File: config.mk
export PLATFORM = sky130hd
export DESIGN_NAME = uart_rx_buffer
export DESIGN_NICKNAME = d
export VERILOG_FILES = /design/src/rtl/uart_pkg.sv /design/src/rtl/sync_fifo.sv /design/src/rtl/uart_rx_buffer.sv
export SDC_FILE = /design/constraint.sdc
export NUM_CORES = 1
export LEC_CHECK = 0
export ABC_AREA = 1
export ABC_CLOCK_PERIOD_IN_PS = 4050
export CORE_UTILIZATION = 33
export CTS_CLUSTER_DIAMETER = 50
export DETAILED_ROUTE_END_ITERATION = 10
export GPL_ROUTABILITY_DRIVEN = 0
export PLACE_DENSITY = 0.45
export SYNTH_ARGS = -nofsm -noshare
export SYNTH_HDL_FRONTEND = slang
export SYNTH_SLANG_ARGS = --single-unit
File: constraint.sdc
create_clock -name clk -period 4.05 [get_ports clk]
set_input_delay 0.405 -clock clk [delete_from_list [all_inputs] [get_ports clk]]
set_output_delay 0.405 -clock clk [all_outputs]
set_load 0.005 [all_outputs]
File: src/rtl/uart_pkg.sv
// rtl/uart_pkg.sv - shared UART types, frame constants and baud divider helpers
package uart_pkg;

  typedef enum logic [1:0] {
    RX_IDLE  = 2'd0,
    RX_START = 2'd1,
    RX_DATA  = 2'd2,
    RX_STOP  = 2'd3
  } rx_state_t;

  localparam int DATA_BITS = 8;

  function automatic int baud_div(input int clk_freq, input int baud_rate);
    return clk_freq / baud_rate;
  endfunction

  function automatic int baud_half(input int clk_freq, input int baud_rate);
    return baud_div(clk_freq, baud_rate) / 2;
  endfunction

endpackage

File: src/rtl/sync_fifo.sv
// rtl/sync_fifo.sv - first-word fall-through FIFO with wrap-bit pointers
module sync_fifo #(
  parameter int WIDTH = 8,
  parameter int DEPTH = 16
) (
  input  logic                     clk,
  input  logic                     reset,
  input  logic                     push,
  input  logic [WIDTH-1:0]         push_data,
  input  logic                     pop,
  output logic [WIDTH-1:0]         rd_data,
  output logic                     empty,
  output logic                     full,
  output logic [$clog2(DEPTH):0]   count
);

  localparam int AW = $clog2(DEPTH);

  logic [WIDTH-1:0] mem [DEPTH];
  logic [AW:0]      wr_ptr;
  logic [AW:0]      rd_ptr;
  logic             do_push;
  logic             do_pop;

  assign empty   = (wr_ptr == rd_ptr);
  assign full    = (wr_ptr[AW] != rd_ptr[AW]) && (wr_ptr[AW-1:0] == rd_ptr[AW-1:0]);
  assign count   = wr_ptr - rd_ptr;
  assign do_pop  = pop && !empty;
  // A pop in the same cycle frees the head slot, so a push at full still lands.
  assign do_push = push && (!full || do_pop);
  assign rd_data = empty ? '0 : mem[rd_ptr[AW-1:0]];

  always_ff @(posedge clk or negedge reset) begin
    if (!reset) begin
      wr_ptr <= '0;
      rd_ptr <= '0;
    end else begin
      if (do_push) wr_ptr <= wr_ptr + (AW+1)'(1);
      if (do_pop)  rd_ptr <= rd_ptr + (AW+1)'(1);
    end
  end

  always_ff @(posedge clk) begin
    if (do_push) mem[wr_ptr[AW-1:0]] <= push_data;
  end

endmodule

File: src/rtl/uart_rx_buffer.sv
// rtl/uart_rx_buffer.sv - 8N1 UART receiver with byte FIFO and sticky error flags
module uart_rx_buffer
  import uart_pkg::*;
#(
  parameter int CLK_FREQ   = 270000000,
  parameter int BAUD_RATE  = 115200,
  parameter int FIFO_DEPTH = 16
) (
  input  logic                          clk,
  input  logic                          reset,
  input  logic                          rx,
  input  logic                          pop,
  input  logic                          clear_err,
  output logic [7:0]                    rd_data,
  output logic                          empty,
  output logic                          full,
  output logic [$clog2(FIFO_DEPTH):0]   count,
  output logic                          frame_err,
  output logic                          overrun
);

  localparam int DIV  = baud_div(CLK_FREQ, BAUD_RATE);
  localparam int HALF = baud_half(CLK_FREQ, BAUD_RATE);
  localparam int TW   = $clog2(DIV);
  localparam int IW   = $clog2(DATA_BITS);
  localparam logic [TW-1:0] DIV_M1   = TW'(DIV - 1);
  localparam logic [TW-1:0] HALF_M1  = TW'(HALF - 1);
  localparam logic [IW-1:0] LAST_BIT = IW'(DATA_BITS - 1);

  logic [1:0]           sync_q;
  logic                 rx_s;
  rx_state_t            state;
  logic [TW-1:0]        timer;
  logic [IW-1:0]        bit_idx;
  logic [DATA_BITS-1:0] shift;
  logic                 expire;
  logic                 push;
  logic                 frame_set;
  logic                 overrun_set;

  always_ff @(posedge clk or negedge reset) begin
    if (!reset) sync_q <= 2'b11;
    else        sync_q <= {sync_q[0], rx};
  end
  assign rx_s = sync_q[1];

  assign expire      = (timer == '0);
  assign push        = (state == RX_STOP) && expire && rx_s;
  assign frame_set   = (state == RX_STOP) && expire && !rx_s;
  assign overrun_set = push && full && !pop;

  // STOP returns to IDLE mid-stop-bit so the next start edge is never missed.
  always_ff @(posedge clk or negedge reset) begin
    if (!reset) begin
      state   <= RX_IDLE;
      timer   <= '0;
      bit_idx <= '0;
      shift   <= '0;
    end else begin
      case (state)
        RX_IDLE: begin
          if (!rx_s) begin
            state <= RX_START;
            timer <= HALF_M1;
          end
        end
        RX_START: begin
          if (expire) begin
            if (!rx_s) begin
              state   <= RX_DATA;
              timer   <= DIV_M1;
              bit_idx <= '0;
            end else begin
              state <= RX_IDLE;
            end
          end else begin
            timer <= timer - TW'(1);
          end
        end
        RX_DATA: begin
          if (expire) begin
            shift[bit_idx] <= rx_s;
            timer          <= DIV_M1;
            bit_idx        <= bit_idx + IW'(1);
            if (bit_idx == LAST_BIT) state <= RX_STOP;
          end else begin
            timer <= timer - TW'(1);
          end
        end
        RX_STOP: begin
          if (expire) state <= RX_IDLE;
          else        timer <= timer - TW'(1);
        end
        default: state <= RX_IDLE;
      endcase
    end
  end

  // A new error event in the same cycle as clear_err keeps the flag set.
  always_ff @(posedge clk or negedge reset) begin
    if (!reset) begin
      frame_err <= 1'b0;
      overrun   <= 1'b0;
    end else begin
      frame_err <= frame_set   | (frame_err & ~clear_err);
      overrun   <= overrun_set | (overrun   & ~clear_err);
    end
  end

  sync_fifo #(
    .WIDTH (DATA_BITS),
    .DEPTH (FIFO_DEPTH)
  ) u_fifo (
    .clk       (clk),
    .reset     (reset),
    .push      (push),
    .push_data (shift),
    .pop       (pop),
    .rd_data   (rd_data),
    .empty     (empty),
    .full      (full),
    .count     (count)
  );

endmodule
======== After elaboration in Yosys (flattened, before gate mapping) ========
Memories as Yosys holds them, arrays and structs flattened.
Cells that the tools add are included.
cells by class
  order comparisons ....................... 2
  reduce and logical (&&, ||, !) cells .... 21
  bitwise gates (word level) .............. 5
  equality and inequality tests ........... 15
  multiplexer cells ....................... 23
  add/sub/neg operators ................... 5
operator list
  kind                                                                  count
  12-bit 2-to-1 mux                                                     5
  12-bit one-hot mux with 4 select lines                                1
  2-bit != test, second input constant                                  7
  12-bit logical NOT                                                    1
  2-bit 2-to-1 mux                                                      6
  12-bit by 1-bit subtractor with 12-bit output, second input constant  1
  5-bit by 1-bit adder with 5-bit output, second input constant         2
  1-bit logical AND                                                     9
  3-bit 2-to-1 mux                                                      3
  8-bit bitwise mux                                                     1
  8-bit 2-to-1 mux                                                      1
  2-bit one-hot mux with 4 select lines                                 1
  3-bit one-hot mux with 2 select lines                                 1
  5-bit equality test                                                   1
  5-bit AND reduction                                                   1
  5-bit subtractor                                                      1
  2-bit equality test, second input constant                            2
  4-bit equality test                                                   1
  1-bit logical NOT                                                     4
  3-bit by 4-bit < comparator with 1-bit output, second input constant  1
  4-bit AND reduction                                                   1
  3-bit by 1-bit adder with 3-bit output, second input constant         1
  1-bit demux with 3-bit select                                         1
  3-bit equality test, second input constant                            1
  13 further kinds                                                      17
word-level totals
  memory bits (writable) .................. 128
  bits in registers ....................... 39
  input port bits ......................... 5
  memories ................................ 1
memory list
  memory      depth  width  read ports  clocked after memory_dff  write ports  line             RTL
  u_fifo.mem  16     8      1           0                         1            sync_fifo.sv:19  logic [WIDTH-1:0] mem [DEPTH];

======== Depth between registers and ports, before layout ========
  depth after elaboration ................. 7
  gate-level depth with buffers ........... 13
  gate-level depth less buffers ........... 11

======== Hierarchy ========
A second synthesis with hierarchy kept.
second synthesis, totals
  cells, all modules ...................... 868
  area total of the unflattened synthesis .. 8099.0 um^2
modules (own cells, without submodules)
  module          times used  cells an instance  area an instance (um^2)
  sync_fifo       1           634                6329.8
  uart_rx_buffer  1           234                1769.2

======== Worst setup path before layout ========
Ideal clock, no wire load.
  path type ............................... register to register
  from .................................... register u_fifo.rd_ptr[1]
  to ...................................... memory u_fifo.mem[12][0], enable pin
  library setup time ...................... 0.383 ns
  period minus slack after synthesis ...... 2.670 ns
  required time ........................... 3.667 ns
  cell stages (with the launch flop) ...... 13
  buffers on the path ..................... 3
  data arrival time ....................... 2.286 ns
  path slack .............................. 1.380 ns
  cells stage by stage .................... dfrtp_1 > buf_2 > inv_2 > buf_2 > ha_1 > nand2_1 > nor2_1 > inv_1 > nor2_1 > nand2_1 > nand3_4 > buf_6 > nor3_1
on the way
  longest elaborated chain between the ends .. 7
  elaborated cells between the ends (all ways) .. 10
  classes of those cells .................. eq/ne (2); mux (2); reduce/logical (6)
RTL lines
  item                                    line                  RTL
  start: declaration                      sync_fifo.sv:21       logic [AW:0] rd_ptr;
  start signal: assignment                sync_fifo.sv:39       if (do_pop) rd_ptr <= rd_ptr + (AW+1)'(1);
  4-bit equality test                     sync_fifo.sv:26       assign full = (wr_ptr[AW] != rd_ptr[AW]) && (wr_ptr[AW-1:0] == rd_ptr[AW-1:0]);
  1-bit logical AND                       sync_fifo.sv:26
  via full                                uart_rx_buffer.sv:16  output logic full,
  1-bit logical NOT                       sync_fifo.sv:30       assign do_push = push && (!full || do_pop);
  1-bit logical OR                        sync_fifo.sv:30
  1-bit logical AND                       sync_fifo.sv:30
  1-bit 2-to-1 mux                        sync_fifo.sv:44       if (do_push) mem[wr_ptr[AW-1:0]] <= push_data;
  1-bit 2-to-1 mux (not written as such)  sync_fifo.sv:44
  end: declaration                        sync_fifo.sv:19
The timed path passes the listed nets, and every way through them passes these cells.

======== Final worst setup path ========
  from .................................... register u_fifo.rd_ptr[0]
  to ...................................... output port rd_data[2]
on the way
  longest elaborated chain between the ends .. 2
  elaborated cells between the ends (all ways) .. 3
  classes of those cells .................. eq/ne (1); mux (1); memory (1)
RTL lines
  item                                                             line                  RTL
  memory 16 x 8 bit / 5-bit equality test (equally long branches)  -
  8-bit 2-to-1 mux (*)                                             sync_fifo.sv:31       assign rd_data = empty ? '0 : mem[rd_ptr[AW-1:0]];
  end: declaration                                                 uart_rx_buffer.sv:14  output logic [7:0] rd_data,
Every way passes the cells marked *; elsewhere a longest branch is shown, timed or not.

==> flow_metrics.env <==
export IMPL_hold_path_class="in2async"
export IMPL_timing_final_hold_violations=0
export IMPL_max_cap_viol_count=0
export IMPL_syn_inst=750
export IMPL_finalMaxSlewViolations=0
export IMPL_initial_utilization=0.337
export IMPL_firstDrtPassIters=5
export IMPL_rows=55
export IMPL_status="finished, final reports clean"
export IMPL_post_cts_setup_buffers=0
export IMPL_synth_seq_cells=167
export IMPL_area_growth_syn_to_layout_pct=15.0
export IMPL_fillers=2246
export IMPL_synth_area_mm2=0.00765
export IMPL_clock_sinks=167
export IMPL_placed_area_mm2=0.00816
export IMPL_crit_type="reg2out"
export IMPL_fp_dieH_um=154
export IMPL_synth_area_per_cell_um2=10.2
export IMPL_cpPeakStageDelay_ps=710
export IMPL_synth_flop_cell="edfxtp_1"
export IMPL_critPathMaxFanout=50
export IMPL_cts_repair_resized=0
export IMPL_grt_pass1_wl_mm=30.5
export IMPL_cts_buffers=17
export IMPL_async_flop_share=0.234
export IMPL_ys_seq_area_frac=0.630
export IMPL_root_buffer="clkbuf_16"
export IMPL_rrSetupSlack_ps=730
export IMPL_reg2reg_from="u_fifo.rd_ptr[2]"
export IMPL_fin_crit_sh=0.885
export IMPL_grt_max_degree=51
export IMPL_ios=22
export IMPL_ctsHoldBuffers=0
export IMPL_layout_cell_area_non_filler_mm2=0.00880
export IMPL_leakagePower_uw=0.00375
export IMPL_yosys_warnings=0
export IMPL_grt_pass1_vias=5304
export IMPL_syn_nets=774
export IMPL_rr_worst_depth=9
export IMPL_layout_drive_gt1_share=0.0813
export IMPL_clkTransAtPathRegs_ps=70
export IMPL_multiInputGateArea_mm2=0.00248
export IMPL_cp_end_kind="primary output"
export IMPL_drt_iter0_markers=345
export IMPL_power_uw=5270
export IMPL_start_kind="flop"
export IMPL_antenna_found_initial=0
export IMPL_drcViolationCount=0
export IMPL_cts_tree="built"
export IMPL_die_area_mm2=0.0238
export IMPL_cts_buffer_depth=2
export IMPL_ys_types=36
export IMPL_dp_hpwl_mm=12.8
export IMPL_drt_wl_total_mm=19.1
export IMPL_track_usage=0.172
export IMPL_p_per_area_mw_per_mm2=599
export IMPL_clock_skew_ps=12.9
export IMPL_port_buffers=21
export IMPL_nNetsFinal=798
export IMPL_wire_per_inst_um=17.8
export IMPL_crit_family="buffers and inverters"
export IMPL_required_ps=3640
export IMPL_grt_ovfl_total=0
export IMPL_chipWidth_um=154
export IMPL_antenna_cells=0
export IMPL_ant_nets=0
export IMPL_whs_ps=120
export IMPL_cp_common_cell="nand2_1"
export IMPL_critPathBufInv=4
export IMPL_crit_chain="inv_2, buf_4, o21ai_1, nand2_1, nand2_1, nand2_1, inv_1, a21oi_1, clkdlybuf4s50_1"
export IMPL_viasPerCell=4.88
export IMPL_finalSetupViolCount=0
export IMPL_max_freq_ghz=0.279
export IMPL_r2r_end="u_fifo.mem[9][6]"
export IMPL_regArea_mm2=0.00482
export IMPL_vdd_ir_drop_max_mv=0.262
export IMPL_htreeDepth=4
export IMPL_rsz0062_at_grt="no"
export IMPL_crit_slowest_cell="inv_2"
export IMPL_worst_pin_slew_ps=1080
export IMPL_dr_total_vias=5231
export IMPL_period_needed_ps=3580
export IMPL_arrival_ps=3180
export IMPL_core_mm2=0.0227
export IMPL_timing_slew_headroom=0.271
export IMPL_tns_ps=0
export IMPL_synth_edf_count=128
export IMPL_clkLatencyLatePin_ps=420
synth_stat cells (all sizes together), types with 2 or more instances:
| cell | instances | area [µm²] |
|---|---|---|
| o31ai | 2 | 15.0 |
| nand2 | 118 | 458 |
| clkinv | 3 | 11.3 |
| ha | 18 | 225 |
| xnor2 | 6 | 60.1 |
| nor2 | 164 | 669 |
| clkbuf | 13 | 48.8 |
| inv | 58 | 218 |
| dfrtp | 37 | 926 |
| edfxtp | 128 | 3840 |
| dfstp | 2 | 52.6 |
| a21oi | 15 | 75.1 |
| o211ai | 9 | 67.6 |
| xor2 | 10 | 87.6 |
| o21ai | 91 | 455 |
| nand3 | 38 | 203 |
| nor3 | 15 | 75.1 |
| nand4 | 6 | 37.5 |
| buf | 12 | 72.6 |
per-stage QoR:
stage / std cells / setup slack [ps] / util
after floorplan: 750 / 1380 / -
after global placement: 1040 / 852 / 0.359
after detailed placement: 1040 / 719 / 0.359
after CTS: 1072 / 403 / 0.387
after global routing: 1072 / 193 / 0.387
final: 1072 / 467 / 0.387
where the power goes:
| part | total, µW | internal, µW | switching [µW] |
|---|---|---|---|
| Clock | 1750 | 1080 | 663 |
| Combinational | 1580 | 634 | 945 |
| Sequential | 1940 | 1850 | 88.2 |
| Total | 5270 | 3570 | 1700 |
per-layer routing:
layer / global-route usage / part of all wire / wire [µm] / vias up
li1: - / - / - / 2584
met1: 0.230 / 0.47 / 9040 / 2514
met2: 0.281 / 0.47 / 8960 / 115
met3: 0.0381 / 0.046 / 877 / 18
met4: 0.0467 / 0.013 / 245 / 0
met5: 0 / 0 / 0 / -
cell usage in the layout (no fill, tap or decap), drive strengths merged, types with 6 or more instances in the layout:
master / synthesis / layout
o211ai: 9 / 9
nand2: 118 / 118
nor3: 15 / 15
xor2: 10 / 10
dfrtp: 37 / 37
nand3: 38 / 38
clkinv: 3 / 8
edfxtp: 128 / 128
a21oi: 15 / 15
clkdlybuf4s50: 0 / 20
clkbuf: 13 / 21
buf: 12 / 10
inv: 58 / 59
ha: 18 / 18
nor2: 164 / 164
o21ai: 91 / 91
xnor2: 6 / 6
nand4: 6 / 6
area by class of cell:
cell class	count	area share
clock buffer	21	0.0535
clock inverter	11	0.0195
inverter	61	0.0260
multi-input combinational	497	0.281
sequential	167	0.548
tap	285	0.0405
timing repair buffer	30	0.0310
state kept, by name, indices dropped and copies added, names as in the netlist, named ones only:
register       count
bit_idx            3
frame_err          1
overrun            1
shift              8
state              1
sync_q             2
timer             12
u_fifo.mem       128
u_fifo.rd_ptr      5
u_fifo.wr_ptr      5
worst reg2reg max path, cell delays in order (launching register included):
cell and delay, ps:
dfrtp_1 580, clkinv_1 360, ha_1 450, nand2_1 90, nor2_1 60, inv_1 50
nor2_1 50, nand2_1 170, nand3_4 230, nor3_1 900
worst max path at each step:
| stage | start | cells past startpoint | to |
|---|---|---|---|
| 6_report | u_fifo.rd_ptr[0] | 9 | rd_data[2] |
| 5_1_grt | u_fifo.rd_ptr[0] | 9 | rd_data[2] |
| 4_1_cts | u_fifo.rd_ptr[0] | 9 | rd_data[2] |
| 3_5_place_dp | u_fifo.rd_ptr[2] | 9 | u_fifo.mem[12][1] |
| 3_3_place_gp | u_fifo.rd_ptr[2] | 9 | u_fifo.mem[9][4] |
| 2_1_floorplan | u_fifo.rd_ptr[1] | 12 | u_fifo.mem[12][0] |
kinds of logic after synthesis:
logic type,after synthesis,synth area share
AND/OR/NAND/NOR,343,0.190
buffers and inverters,86,0.0458
XOR/XNOR,16,0.0193
adder cells (fa/ha/maj),19,0.0321
flip-flops,167,0.630
AO/OA/AOI/OAI,119,0.0820
(Power assumes the default switching activity.)
